**config.mk**
```make
export PLATFORM = sky130hd
export DESIGN_NAME = multi_voice_phase_accumulator
export DESIGN_NICKNAME = d
export VERILOG_FILES = /design/src/rtl/synth_pkg.sv /design/src/rtl/phase_adder_carry.sv /design/src/rtl/multi_voice_phase_accumulator.sv
export SDC_FILE = /design/constraint.sdc
export NUM_CORES = 1
export LEC_CHECK = 0
export ABC_AREA = 1
export CAP_MARGIN = 30
export CORE_UTILIZATION = 35
export DETAILED_ROUTE_END_ITERATION = 16
export SYNTH_ARGS = -nofsm -noshare
export SYNTH_HDL_FRONTEND = slang
export SYNTH_HIERARCHICAL = 1
export SYNTH_SLANG_ARGS = --single-unit
```
**constraint.sdc**
```tcl
create_clock -name clk -period 28.6 [get_ports clk]
set_input_delay 2.86 -clock clk [delete_from_list [all_inputs] [get_ports clk]]
set_output_delay 2.86 -clock clk [all_outputs]
set_load 0.005 [all_outputs]
```
**src/rtl/synth_pkg.sv**
```systemverilog
// Shared synthesizer constants and helpers used by the phase accumulator
// and by the waveform lookup stage that consumes its output stream.
package synth_pkg;

    localparam int DEF_NUM_VOICES = 8;
    localparam int DEF_PHASE_W    = 32;
    localparam int DEF_STEP_W     = 32;

    // Ceiling log2, used to size voice-index fields (n >= 2 expected).
    function automatic int clog2(input int n);
        int r;
        r = 0;
        while ((1 << r) < n) begin
            r = r + 1;
        end
        return r;
    endfunction

endpackage

```
**src/rtl/phase_adder_carry.sv**
```systemverilog
// Combinational W-bit adder with carry-out; the single adder shared by
// every voice through the slot multiplexer.
module phase_adder_carry #(
    parameter int W = 32
) (
    input  logic [W-1:0] i_a,
    input  logic [W-1:0] i_b,
    output logic [W-1:0] o_sum,
    output logic         o_carry
);

    // Carry-out marks the phase crossing one full cycle.
    assign {o_carry, o_sum} = {1'b0, i_a} + {1'b0, i_b};

endmodule

```
**src/rtl/multi_voice_phase_accumulator.sv**
```systemverilog
// Time-multiplexed phase accumulator: one adder services one voice per
// enabled clock in round-robin order and emits a (voice, phase, wrap, sync)
// stream one cycle later.
module multi_voice_phase_accumulator
    import synth_pkg::*;
#(
    parameter  int NUM_VOICES = DEF_NUM_VOICES,
    parameter  int PHASE_W    = DEF_PHASE_W,
    parameter  int STEP_W     = DEF_STEP_W,
    localparam int VID_W      = clog2(NUM_VOICES)
) (
    input  logic                  clk,
    input  logic                  reset,
    input  logic                  en,
    input  logic                  wr_en,
    input  logic [VID_W-1:0]      wr_voice,
    input  logic [STEP_W-1:0]     wr_step,
    input  logic [NUM_VOICES-1:0] sync_mask,
    output logic                  out_valid,
    output logic [VID_W-1:0]      out_voice,
    output logic [PHASE_W-1:0]    out_phase,
    output logic                  out_wrap,
    output logic                  out_sync
);

    logic [VID_W-1:0]      r_slot;
    logic [PHASE_W-1:0]    r_phase [NUM_VOICES];
    logic [STEP_W-1:0]     r_step  [NUM_VOICES];
    logic [NUM_VOICES-1:0] r_sync_pend;

    logic                  r_out_valid;
    logic [VID_W-1:0]      r_out_voice;
    logic [PHASE_W-1:0]    r_out_phase;
    logic                  r_out_wrap;
    logic                  r_out_sync;

    logic [PHASE_W-1:0]    w_cur_phase;
    logic [PHASE_W-1:0]    w_cur_step;
    logic [PHASE_W-1:0]    w_sum;
    logic                  w_carry;
    logic                  w_sync;
    logic [PHASE_W-1:0]    w_new_phase;
    logic                  w_new_wrap;
    logic                  w_last_slot;
    logic                  w_wr_ok;

    // Slot multiplexer: select the serviced voice's phase and zero-extended step.
    assign w_cur_phase = r_phase[r_slot];
    assign w_cur_step  = PHASE_W'(r_step[r_slot]);

    // A pending request or a same-cycle pulse both force this voice to zero.
    assign w_sync      = r_sync_pend[r_slot] | sync_mask[r_slot];
    assign w_new_phase = w_sync ? '0 : w_sum;
    assign w_new_wrap  = w_sync ? 1'b0 : w_carry;

    assign w_last_slot = (int'(r_slot) == NUM_VOICES - 1);
    assign w_wr_ok     = wr_en && (int'(wr_voice) < NUM_VOICES);

    phase_adder_carry #(
        .W (PHASE_W)
    ) u_adder (
        .i_a     (w_cur_phase),
        .i_b     (w_cur_step),
        .o_sum   (w_sum),
        .o_carry (w_carry)
    );

    // Round-robin slot counter, advancing only on enabled cycles.
    always_ff @(posedge clk or posedge reset) begin
        if (reset) begin
            r_slot <= '0;
        end else if (en) begin
            r_slot <= w_last_slot ? '0 : r_slot + 1'b1;
        end
    end

    // Phase storage: only the serviced voice is rewritten.
    always_ff @(posedge clk or posedge reset) begin
        if (reset) begin
            for (int k = 0; k < NUM_VOICES; k++) begin
                r_phase[k] <= '0;
            end
        end else if (en) begin
            r_phase[r_slot] <= w_new_phase;
        end
    end

    // Step storage: the adder already read the old step, so a same-slot write lands next round.
    always_ff @(posedge clk or posedge reset) begin
        if (reset) begin
            for (int k = 0; k < NUM_VOICES; k++) begin
                r_step[k] <= '0;
            end
        end else if (w_wr_ok) begin
            r_step[wr_voice] <= wr_step;
        end
    end

    // Hard-sync requests: serviced voice consumes its request, others latch and merge.
    always_ff @(posedge clk or posedge reset) begin
        if (reset) begin
            r_sync_pend <= '0;
        end else begin
            for (int k = 0; k < NUM_VOICES; k++) begin
                if (en && (k == int'(r_slot))) begin
                    r_sync_pend[k] <= 1'b0;
                end else if (sync_mask[k]) begin
                    r_sync_pend[k] <= 1'b1;
                end
            end
        end
    end

    // Output stage: one cycle behind the service; fields hold while disabled.
    always_ff @(posedge clk or posedge reset) begin
        if (reset) begin
            r_out_valid <= 1'b0;
            r_out_voice <= '0;
            r_out_phase <= '0;
            r_out_wrap  <= 1'b0;
            r_out_sync  <= 1'b0;
        end else begin
            r_out_valid <= en;
            if (en) begin
                r_out_voice <= r_slot;
                r_out_phase <= w_new_phase;
                r_out_wrap  <= w_new_wrap;
                r_out_sync  <= w_sync;
            end
        end
    end

    assign out_valid = r_out_valid;
    assign out_voice = r_out_voice;
    assign out_phase = r_out_phase;
    assign out_wrap  = r_out_wrap;
    assign out_sync  = r_out_sync;

endmodule

```
==> key figures, run 1 <==
Outcome
  • Status: completed

Clock network
  • TritonCTS sink count: 561
  • Skew-Pair Late Insertion Delay: 0.64 ns
  • Clock transition at the registers of the reported paths: 0.06 ns
  • Clock buffer depth: 3
  • CTS tree: yes
  • Clock root cell: clkbuf_16
  • H-tree levels: 2
  • TritonCTS buffer count: 61
  • Post-CTS Setup Repair Bufs: 0
  • CTS resizes: 0
  • Hold buffer count at cts: 0

Yosys
  • Asr flop ratio synth: 1.000
  • Synth Register Bits: 561
  • Post-synthesis sequential area ratio: 0.4955
  • Synth unique cells: 35
  • Dominant cells by area after synthesis: dfrtp_1 50%, nand2_1 15%, o21ai_0 8.1%
  • Synth area leader: dfrtp_1
  • Synth Cell Area: 28330 sq um
  • Yosys top cell area share: 0.4955
  • Synthesized instance count: 3665
  • Yosys warnings: 6
  • Synth Flop Type: dfrtp_1
  • Mean area per synthesized cell: 7.730 sq um
  • Net Count, Synth: 3751
  • EDFF count, synth: 0

Floorplanning
  • Chip Width: 286.5 um
  • Initial Util: 0.3563
  • Die Footprint: 82090 sq um
  • Num rows: 103
  • I/O Pins: 85
  • Core footprint: 79520 sq um
  • Die H: 286.5 um

Setup path
  • Crit-path cells: clkdlybuf4s50_1 -> inv_8 -> buf_4 -> buf_4 -> buf_4
  • Worst stage delay on the critical path: 0.84 ns
  • Buffers plus inverters on the worst setup path: 5
  • R2R Path Start: r_slot[0]
  • Slowest CP cell: buf_4
  • Crit path kind: input pin to async pin
  • Worst Path Arrival: 6.39 ns
  • Critical path peak fanout: 108
  • Crit path depth: 5
  • R2R setup slack: 22.94 ns
  • Critical Path End Type: async pin
  • Most used cell, CP: buf_4
  • Top Family by Delay on Critical Path: buffers and inverters
  • R2R Path End: out_phase[15]
  • FF-to-FF path depth: 16
  • CP required: 29.24 ns
  • Startpoint types: input pin

Power and ir drop
  • Peak VDD IR: 0.1143 mV
  • P_leak: 16.07 nW
  • Pwr dens: 129.8 nW/um^2

Final layout
  • Sequential cell area: 14040 sq um
  • Layout Nets: 3654
  • Commonest non-fill, non-tap cell in the layout: nand2_1
  • Area occupied by multi-input gates: 12220 sq um
  • Final Util: 0.4010
  • Final instance area: 31890 sq um
  • Final non-filler cell total: 4670
  • Fillers: 8036
  • Synthesis-to-layout area growth: 12.56%
  • Most frequent cells in the layout: 1121 x nand2_1, 560 x dfrtp_1, 457 x o21ai_0, 426 x nor2_1, 293 x nand4_1
  • Share of cells above drive strength 1: 0.05775

STA
  • Unrepaired setup endpoints after global routing: no
  • Least-Margin Pin Slew: 1.158 ns
  • Final setup viols: 0
  • Crit path time final: 5.753 ns
  • Tcrit/Tclk final: 0.2012
  • Max-slew headroom: 0.2252
  • Final Hold Viols: 0
  • Setup ws final: 22.85 ns
  • F_max: 173.8 MHz
  • Max Transition Viols Final: 0
  • Setup Skew: 0.03585 ns
  • Setup_tns: 0 ns

GRT
  • First-pass GRT wire length: 139500 um
  • Met3 Resource Use GR: 0.04062
  • Met2 Resource Use GR: 0.3284
  • Global route total overflow: 0
  • Gr busiest metal: met2
  • Largest net degree at the start of global routing: 224
  • Met1 global-route usage: 0.3112
  • Number of global-route vias before repair: 23930
  • All-Layer GR Usage: 0.2149
  • Initial antenna violation count: 1

Placed design
  • PortBufs: 84
  • Pre-CTS setup slack: 21.94 ns
  • Placed instance count: 4554
  • Gp weighted congestion: 0.8700
  • Hpwl dp: 48980 um
  • Placed inst area: 29610 sq um

Detailed routing
  • Final ANT Viol Nets: 0
  • Final wirelength: 88120 um
  • Via count: 24920
  • Detailed Routing Iterations Pass 1: 5
  • Vias/cell: 5.335
  • DRT iter0 DRCs: 2604
  • Wire length per cell: 18.87 um
  • DRC: 0

Min path
  • Hold path endpoint: r_phase[100]
  • Hold_sp: r_phase[100]
  • HP Class: flip-flop to flip-flop
  • Hold path cells: 2

Job
  • Maximum capacitance violations: 0
## Yosys cell counts (2+ instances only)
cell,n
clkbuf_1,188
nand4_1,293
buf_2,65
buf_4,12
a22oi_1,2
buf_6,12
nand2_2,15
nand2_1,1127
nor2_2,8
o2111ai_1,64
nand3_2,5
a21oi_1,20
inv_2,14
nor3_1,6
dfrtp_1,561
o21ai_0,457
ha_1,38
inv_1,210
nor2_1,433
nand3_1,35
o21ai_1,32
o211ai_1,32
xor2_1,15
buf_1,9
nand3b_1,2
## area by class of cell
cell class                 count  area share
antenna                        1  0.00007847
clock buffer                  89     0.05689
clock inverter                25     0.01354
inverter                     224     0.02676
multi-input combinational   2594      0.3831
sequential                   561      0.4403
tap                         1050     0.04120
timing repair buffer         126     0.03814
## tightest hold or removal path, stage by stage, from the launching register on
cell,delay (ns)
dfrtp_1,0.34
nand2_1,0.05
nand2_1,0.05
## stage by stage
| step | hold WS [ns] | total power, mW |
|---|---|---|
| floorplan | 0.4443 | 2.580 |
| global placement | 0.4573 | 3.197 |
| detailed placement | 0.4608 | 3.210 |
| CTS | 0.4774 | 4.100 |
| global route | 0.4902 | 4.399 |
| finish | 0.4744 | 4.138 |
## sequential cells by signal (all words and copies together), names as in the netlist
signal	cells
out_wrap	1
out_voice	3
r_phase	256
r_slot	3
out_valid	1
out_sync	1
r_step	256
r_sync_pend	8
out_phase	32
## cells by family (layout without fill, tap and decap cells)
| group | count (synthesis) | count (layout) | share of synthesized area |
|---|---|---|---|
| simple gates | 1929 | 1929 | 0.2874 |
| xor+xnor | 15 | 15 | 0.004637 |
| compound gates | 611 | 611 | 0.1197 |
| flops | 561 | 561 | 0.4955 |
| other cells | 0 | 1 | 0 |
| fa+ha+maj | 39 | 39 | 0.01749 |
| buf+inv | 510 | 464 | 0.07521 |
## where the power goes
| group | leakage (nW) | internal (mW) | switching (mW) | total (mW) |
|---|---|---|---|---|
| Clock | 1.11 | 0.545 | 0.340 | 0.885 |
| Combinational | 7.63 | 0.501 | 1.63 | 2.13 |
| Sequential | 7.33 | 1.01 | 0.115 | 1.12 |
| Total | 16.1 | 2.05 | 2.08 | 4.14 |
## worst max path at each step
stage	startpoint	end	slack, ns
after floorplan	reset	out_phase[0]	10.05
after global placement	reset	r_slot[0]	21.90
after detailed placement	reset	r_slot[0]	21.94
after CTS	reset	r_slot[0]	22.63
after global routing	reset	r_slot[0]	22.29
final	reset	r_phase[143]	22.85
## metal layers
layer	part of all wire	wire length, um
met5	0	0
met4	0.021	1848
met3	0.080	7069
met2	0.44	38790
met1	0.46	40410
(Power assumes the default switching activity.)
==> inputs of run 2 (changes only) <==
==> constraint.sdc (replaced) <==
create_clock -name clk -period 4.6 [get_ports clk]
set_input_delay 0.46 -clock clk [delete_from_list [all_inputs] [get_ports clk]]
set_output_delay 0.46 -clock clk [all_outputs]
set_load 0.005 [all_outputs]
==> run 2 against run 1 <==
Effect of this change:
- final cell count rose by 0.77%
- combinational power rose to 6.5 times the previous value
- clock skew fell by 0.0062 ns
- non-clock buffer count rose by 38
- critical endpoint is now r_phase[118]
- highest routed layer is now met5
==> key figures, run 2 (same netlist as run 1, synthesis figures left out) <==
STA
  • Least-Margin Pin Slew: 1.035 ns (was 1.158 ns)
  • Setup ws final: 0.5713 ns (was 22.85 ns)
  • F_max: 248.2 MHz
  • Setup Skew: 0.02964 ns (was 0.03585 ns)
  • Hold Slack: 0.2626 ns (was 0.4744 ns)
  • Crit path time final: 4.029 ns
  • Setup_tns: 0 ns (unchanged)
  • Final Hold Viols: 0 (unchanged)
  • Max-slew headroom: 0.3092 (was 0.2252)
  • Tcrit/Tclk final: 0.8758
  • Max Transition Viols Final: 0 (unchanged)
  • Final setup viols: 0 (unchanged)
  • Unrepaired setup endpoints after global routing: no (unchanged)

Min path
  • HP Class: input pin to flip-flop (was flip-flop to flip-flop)
  • Hold path cells: 3 (was 2)
  • Hold_sp: en (was r_phase[100])

Final layout
  • Final non-filler cell total: 4706 (was 4670)
  • Final instance area: 32210 sq um (was 31890 sq um)
  • Fillers: 8068 (was 8036)
  • Area occupied by multi-input gates: 12230 sq um (was 12220 sq um)
  • Commonest non-fill, non-tap cell in the layout: nand2_1 (unchanged)
  • Sequential cell area: 14040 sq um (unchanged)
  • Final Util: 0.4051 (was 0.4010)
  • Share of cells above drive strength 1: 0.06840 (was 0.05775)
  • Most frequent cells in the layout: 1121 x nand2_1, 560 x dfrtp_1, 457 x o21ai_0, 426 x nor2_1, 293 x nand4_1 (unchanged)
  • Synthesis-to-layout area growth: 13.70% (was 12.56%)
  • Layout Nets: 3692 (was 3654)

Placed design
  • Placed instance count: 4593 (was 4554)
  • Pre-CTS setup slack: 0.7329 ns (was 21.94 ns)
  • Placed inst area: 30110 sq um (was 29610 sq um)
  • Gp weighted congestion: 0.9215 (was 0.8700)
  • Hpwl dp: 52830 um (was 48980 um)
  • PortBufs: 84 (unchanged)

Floorplanning
  • Chip Width: 286.5 um (unchanged)
  • Die H: 286.5 um (unchanged)
  • Die Footprint: 82090 sq um (unchanged)
  • Initial Util: 0.3563 (unchanged)
  • Core footprint: 79520 sq um (unchanged)
  • Num rows: 103 (unchanged)
  • I/O Pins: 85 (unchanged)

GRT
  • Initial antenna violation count: 3 (was 1)
  • Largest net degree at the start of global routing: 167 (was 224)
  • Global route total overflow: 0 (unchanged)
  • Number of global-route vias before repair: 24110 (was 23930)
  • All-Layer GR Usage: 0.2216 (was 0.2149)
  • First-pass GRT wire length: 143900 um (was 139500 um)

Power and ir drop
  • Pwr Total: 25.99 mW (was 4.138 mW)
  • Peak VDD IR: 1.016 mV (was 0.1143 mV)
  • P_leak: 16.25 nW (was 16.07 nW)
  • Pwr dens: 807.0 nW/um^2 (was 129.8 nW/um^2)

Clock network
  • CTS tree: yes (unchanged)
  • Clock root cell: clkbuf_16 (unchanged)
  • CTS resizes: 0 (unchanged)
  • TritonCTS buffer count: 61 (unchanged)
  • Hold buffer count at cts: 0 (unchanged)
  • Post-CTS Setup Repair Bufs: 0 (unchanged)
  • H-tree levels: 2 (unchanged)
  • TritonCTS sink count: 561 (unchanged)
  • Clock transition at the registers of the reported paths: 0.06 ns (about the same)
  • Skew-Pair Late Insertion Delay: 0.64 ns (about the same)
  • Clock buffer depth: 3 (unchanged)

Setup path
  • Crit path kind: flip-flop to flip-flop (was input pin to async pin)
  • CP Capture Point: r_phase[118] (was r_phase[143])
  • R2R Path Start: r_slot[2] (was r_slot[0])
  • Critical Path End Type: flip-flop (was async pin)
  • Critical path origin: r_slot[2] (was reset)
  • R2R Path End: r_phase[118] (was out_phase[15])
  • FF-to-FF path depth: 18 (was 16)
  • Critical path peak fanout: 20 (was 108)
  • CP required: 5.12 ns (was 29.24 ns)
  • R2R setup slack: 0.57 ns (was 22.94 ns)
  • Worst Path Arrival: 4.55 ns (was 6.39 ns)
  • Startpoint types: flip-flop (was input pin)

Detailed routing
  • Final wirelength: 90690 um (was 88120 um)
  • Vias/cell: 5.381 (was 5.335)
  • DRC: 0 (unchanged)
  • DRT iter0 DRCs: 2406 (was 2604)
  • Detailed Routing Iterations Pass 1: 6 (was 5)
  • Via count: 25320 (was 24920)
  • Wire length per cell: 19.27 um (was 18.87 um)
  • Final ANT Viol Nets: 0 (unchanged)

Outcome
  • Status: completed (unchanged)

Job
  • Maximum capacitance violations: 0 (unchanged)
[run 2: area by class of cell]
| cell class | instances | share of cell area |
|---|---|---|
| Clock inverter | 30 | 0.01080 |
| Clock buffer | 82 | 0.05453 |
| Multi-Input combinational cell | 2594 | 0.3795 |
| Timing Repair Buffer | 164 | 0.05197 |
| Tap cell | 1050 | 0.04078 |
| Sequential cell | 561 | 0.4359 |
| Antenna cell | 1 | 0.00007769 |
| Inverter | 224 | 0.02637 |
[run 2: power breakdown]
| part | switching, mW | internal, mW |
|---|---|---|
| Combinational | 10.1 | 3.77 |
| Sequential | 0.743 | 6.27 |
| Clock | 2.10 | 3.06 |
| Total | 12.9 | 13.1 |
[run 2: how the worst min path moves through the flow]
| stage | end | slack, ns |
|---|---|---|
| after floorplan | r_phase[100] | 0.44 |
| after global routing | out_voice[0] | 0.26 |
| after global placement | out_voice[0] | 0.45 |
| final | out_voice[0] | 0.26 |
| after detailed placement | r_phase[194] | 0.46 |
| after CTS | out_voice[0] | 0.23 |
[run 2: worst max-delay path, cell delays in order, from the launching register on]
cell       delay [ns]
dfrtp_1          0.49
nand2_1          0.20
inv_2            0.48
buf_12           0.26
o21ai_0          0.11
o2111ai_1        0.48
ha_1             0.37
nand2_1          0.07
inv_1            0.06
nand2_1          0.10
inv_1            0.09
a21oi_1          0.19
nand2_2          0.13
nand2_1          0.14
nand2_1          0.07
nand2_1          0.06
nand2_1          0.31
nand4_1          0.23
nand2_1          0.07
[run 2: metal layers]
metal	GRT usage	up-vias	part of all wire
met2	0.3356	978	0.44
met1	0.3259	12240	0.46
met4	0.05842	4	0.021
met5	0	-	0.00026
li1	-	11960	-
met3	0.03688	148	0.076
==> inputs of run 3 (changes only) <==
==> constraint.sdc (replaced) <==
create_clock -name clk -period 3.6 [get_ports clk]
set_input_delay 0.36 -clock clk [delete_from_list [all_inputs] [get_ports clk]]
set_output_delay 0.36 -clock clk [all_outputs]
set_load 0.005 [all_outputs]
==> run 3 against run 2 <==
Effect of this change:
- fmax grew 18%
- wire length down 0.25%
- worst setup slack worse by 0.38 ns
- die area did not move
- critical path type unchanged
- largest power group unchanged
- highest routed layer is now met4
==> key figures, run 3 (same netlist as run 1, synthesis figures left out) <==
Placed design
  • Gp weighted congestion: 0.9272 (was 0.9215)
  • Hpwl dp: 55220 um (was 52830 um)
  • PortBufs: 84 (unchanged)
  • Placed inst area: 30890 sq um (was 30110 sq um)

STA
  • Least-Margin Pin Slew: 1.001 ns (was 1.035 ns)
  • Tcrit/Tclk final: 0.9477 (was 0.8758)
  • Max Transition Viols Final: 0 (unchanged)
  • F_max: 293.1 MHz (was 248.2 MHz)
  • Unrepaired setup endpoints after global routing: no (unchanged)
  • Setup Skew: 0.02060 ns (was 0.02964 ns)
  • Max-slew headroom: 0.3316 (was 0.3092)
  • Final setup viols: 0 (unchanged)
  • Final Hold Viols: 0 (unchanged)
  • Setup_tns: 0 ns (unchanged)
  • Crit path time final: 3.412 ns (was 4.029 ns)

Final layout
  • Commonest non-fill, non-tap cell in the layout: nand2_1 (unchanged)
  • Final instance area: 33250 sq um (was 32210 sq um)
  • Final Util: 0.4182 (was 0.4051)
  • Share of cells above drive strength 1: 0.09142 (was 0.06840)
  • Synthesis-to-layout area growth: 17.37% (was 13.70%)
  • Fillers: 8029 (was 8068)
  • Most frequent cells in the layout: 1114 x nand2_1, 558 x dfrtp_1, 457 x o21ai_0, 425 x nor2_1, 293 x nand4_1 (was 1121 x nand2_1, 560 x dfrtp_1, 457 x o21ai_0, 426 x nor2_1, 293 x nand4_1)
  • Layout Nets: 3755 (was 3692)

Clock network
  • TritonCTS buffer count: 60 (was 61)
  • Hold buffer count at cts: 0 (unchanged)
  • Clock transition at the registers of the reported paths: 0.06 ns (about the same)
  • Clock root cell: clkbuf_16 (unchanged)
  • H-tree levels: 2 (unchanged)
  • TritonCTS sink count: 561 (unchanged)
  • Skew-Pair Late Insertion Delay: 0.63 ns (was 0.64 ns)
  • Clock buffer depth: 3 (unchanged)
  • CTS tree: yes (unchanged)

Power and ir drop
  • P_leak: 16.74 nW (was 16.25 nW)
  • Peak VDD IR: 1.253 mV (was 1.016 mV)
  • Pwr dens: 1069 nW/um^2 (was 807.0 nW/um^2)

Detailed routing
  • Final ANT Viol Nets: 0 (unchanged)
  • DRC: 0 (unchanged)
  • DRT iter0 DRCs: 2572 (was 2406)
  • Wire length per cell: 18.96 um (was 19.27 um)
  • Final wirelength: 90460 um (was 90690 um)
  • Detailed Routing Iterations Pass 1: 5 (was 6)
  • Vias/cell: 5.318 (was 5.381)
  • Via count: 25370 (was 25320)

Setup path
  • R2R Path Start: r_slot[0] (was r_slot[2])
  • Startpoint types: flip-flop (unchanged)
  • R2R setup slack: 0.19 ns (was 0.57 ns)
  • Crit path kind: flip-flop to flip-flop (unchanged)
  • R2R Path End: out_phase[26] (was r_phase[118])
  • Crit-path cells: inv_8 -> buf_12 -> buf_4 -> o21ai_0 -> o2111ai_2 -> ha_1 -> nand2_1 -> nor2_1 -> nand2_1 -> nor2_1 -> nand2_1 -> nand3_1 -> nand2_1 -> nand2_1 -> buf_12 -> nand4_1 -> nand2_1 (was nand2_1 -> inv_2 -> buf_12 -> o21ai_0 -> o2111ai_1 -> ha_1 -> nand2_1 -> inv_1 -> nand2_1 -> inv_1 -> a21oi_1 -> nand2_2 -> nand2_1 -> nand2_1 -> nand2_1 -> nand2_1 -> nand4_1 -> nand2_1)
  • Most used cell, CP: nand2_1 (unchanged)
  • Worst stage delay on the critical path: 0.49 ns (about the same)
  • FF-to-FF path depth: 17 (was 18)
  • Critical path peak fanout: 34 (was 20)
  • Worst Path Arrival: 3.98 ns (was 4.55 ns)
  • CP required: 4.17 ns (was 5.12 ns)
  • Critical Path End Type: flip-flop (unchanged)
  • Slowest CP cell: dfrtp_4 (was dfrtp_1)

GRT
  • Number of global-route vias before repair: 24480 (was 24110)
  • Largest net degree at the start of global routing: 128 (was 167)
  • Global route total overflow: 0 (unchanged)
  • All-Layer GR Usage: 0.2191 (was 0.2216)
  • First-pass GRT wire length: 143000 um (was 143900 um)
  • Initial antenna violation count: 1 (was 3)

Outcome
  • Status: completed (unchanged)

Floorplanning
  • Initial Util: 0.3563 (unchanged)
  • I/O Pins: 85 (unchanged)
  • Die H: 286.5 um (unchanged)
  • Die Footprint: 82090 sq um (unchanged)
  • Core footprint: 79520 sq um (unchanged)
  • Num rows: 103 (unchanged)
  • Chip Width: 286.5 um (unchanged)

Job
  • Maximum capacitance violations: 0 (unchanged)

Min path
  • HP Class: input pin to async pin (was input pin to flip-flop)
-- run 3: repair_timing --
item | CTS | global route
setup endpoints to repair | 0 | 174
gates resized for setup | 0 | 39
buffers inserted | 0 | 3
endpoints found under the hold margin | 0 | 0
-- run 3: how the worst max path moves through the flow --
stage / cells after the start / from / endpoint
6_report: 17 / r_slot[0] / out_phase[26]
3_3_place_gp: 17 / r_slot[2] / r_phase[94]
5_1_grt: 21 / r_slot[0] / r_phase[25]
4_1_cts: 16 / r_slot[2] / r_phase[59]
2_1_floorplan: 1 / reset / out_phase[0]
3_5_place_dp: 17 / r_slot[2] / r_phase[190]
-- run 3: power breakdown --
group	switching [mW]	leakage, nW	total [mW]	internal [mW]
Clock	2.64	1.05	6.65	4.01
Combinational	13.5	8.37	20.0	6.49
Sequential	0.925	7.33	8.94	8.01
Total	17.0	16.7	35.6	18.5
-- run 3: through the flow --
step | instances | hold WS (ns) | total power, mW | worst slack [ns]
after global placement | 4653 | 0.4564 | 28.15 | 0.08054
final | 4770 | 0.1515 | 35.56 | 0.1883
after floorplan | 3665 | 0.3914 | 20.50 | -4.398
after global routing | 4769 | 0.1659 | 37.72 | 0.001861
after detailed placement | 4653 | 0.4603 | 28.18 | 0.01049
after CTS | 4765 | 0.1308 | 34.90 | 0.004425
-- run 3: layout make-up --
type                    instances  area (sq um)  share of cell area
flip-flops and latches        561         14040              0.4224
repair buffers                228          2521             0.07582
diodes                          1         2.502          0.00007525
well taps                    1050          1314             0.03951
clock inverters                19         282.8            0.008504
multi-input cells            2594         12380              0.3724
clock buffers                  93          1847             0.05554
inverters                     224         857.1             0.02577
-- run 3: worst max-delay path: cells and delay by family (launching register included) --
family | cells | cell delay, ns
and+or+nand+nor | 10 | 1.13
DFF | 1 | 0.49
adders and majority gates | 1 | 0.46
buffers and inverters | 4 | 0.65
AOI/OAI and AO/OA | 2 | 0.58
-- run 3: metal layers --
layer	track usage	share of wire	wire, um
met3	0.02862	0.065	5887
met5	0	0	0
met2	0.3421	0.45	40560
met1	0.3197	0.47	42120
met4	0.05468	0.021	1892
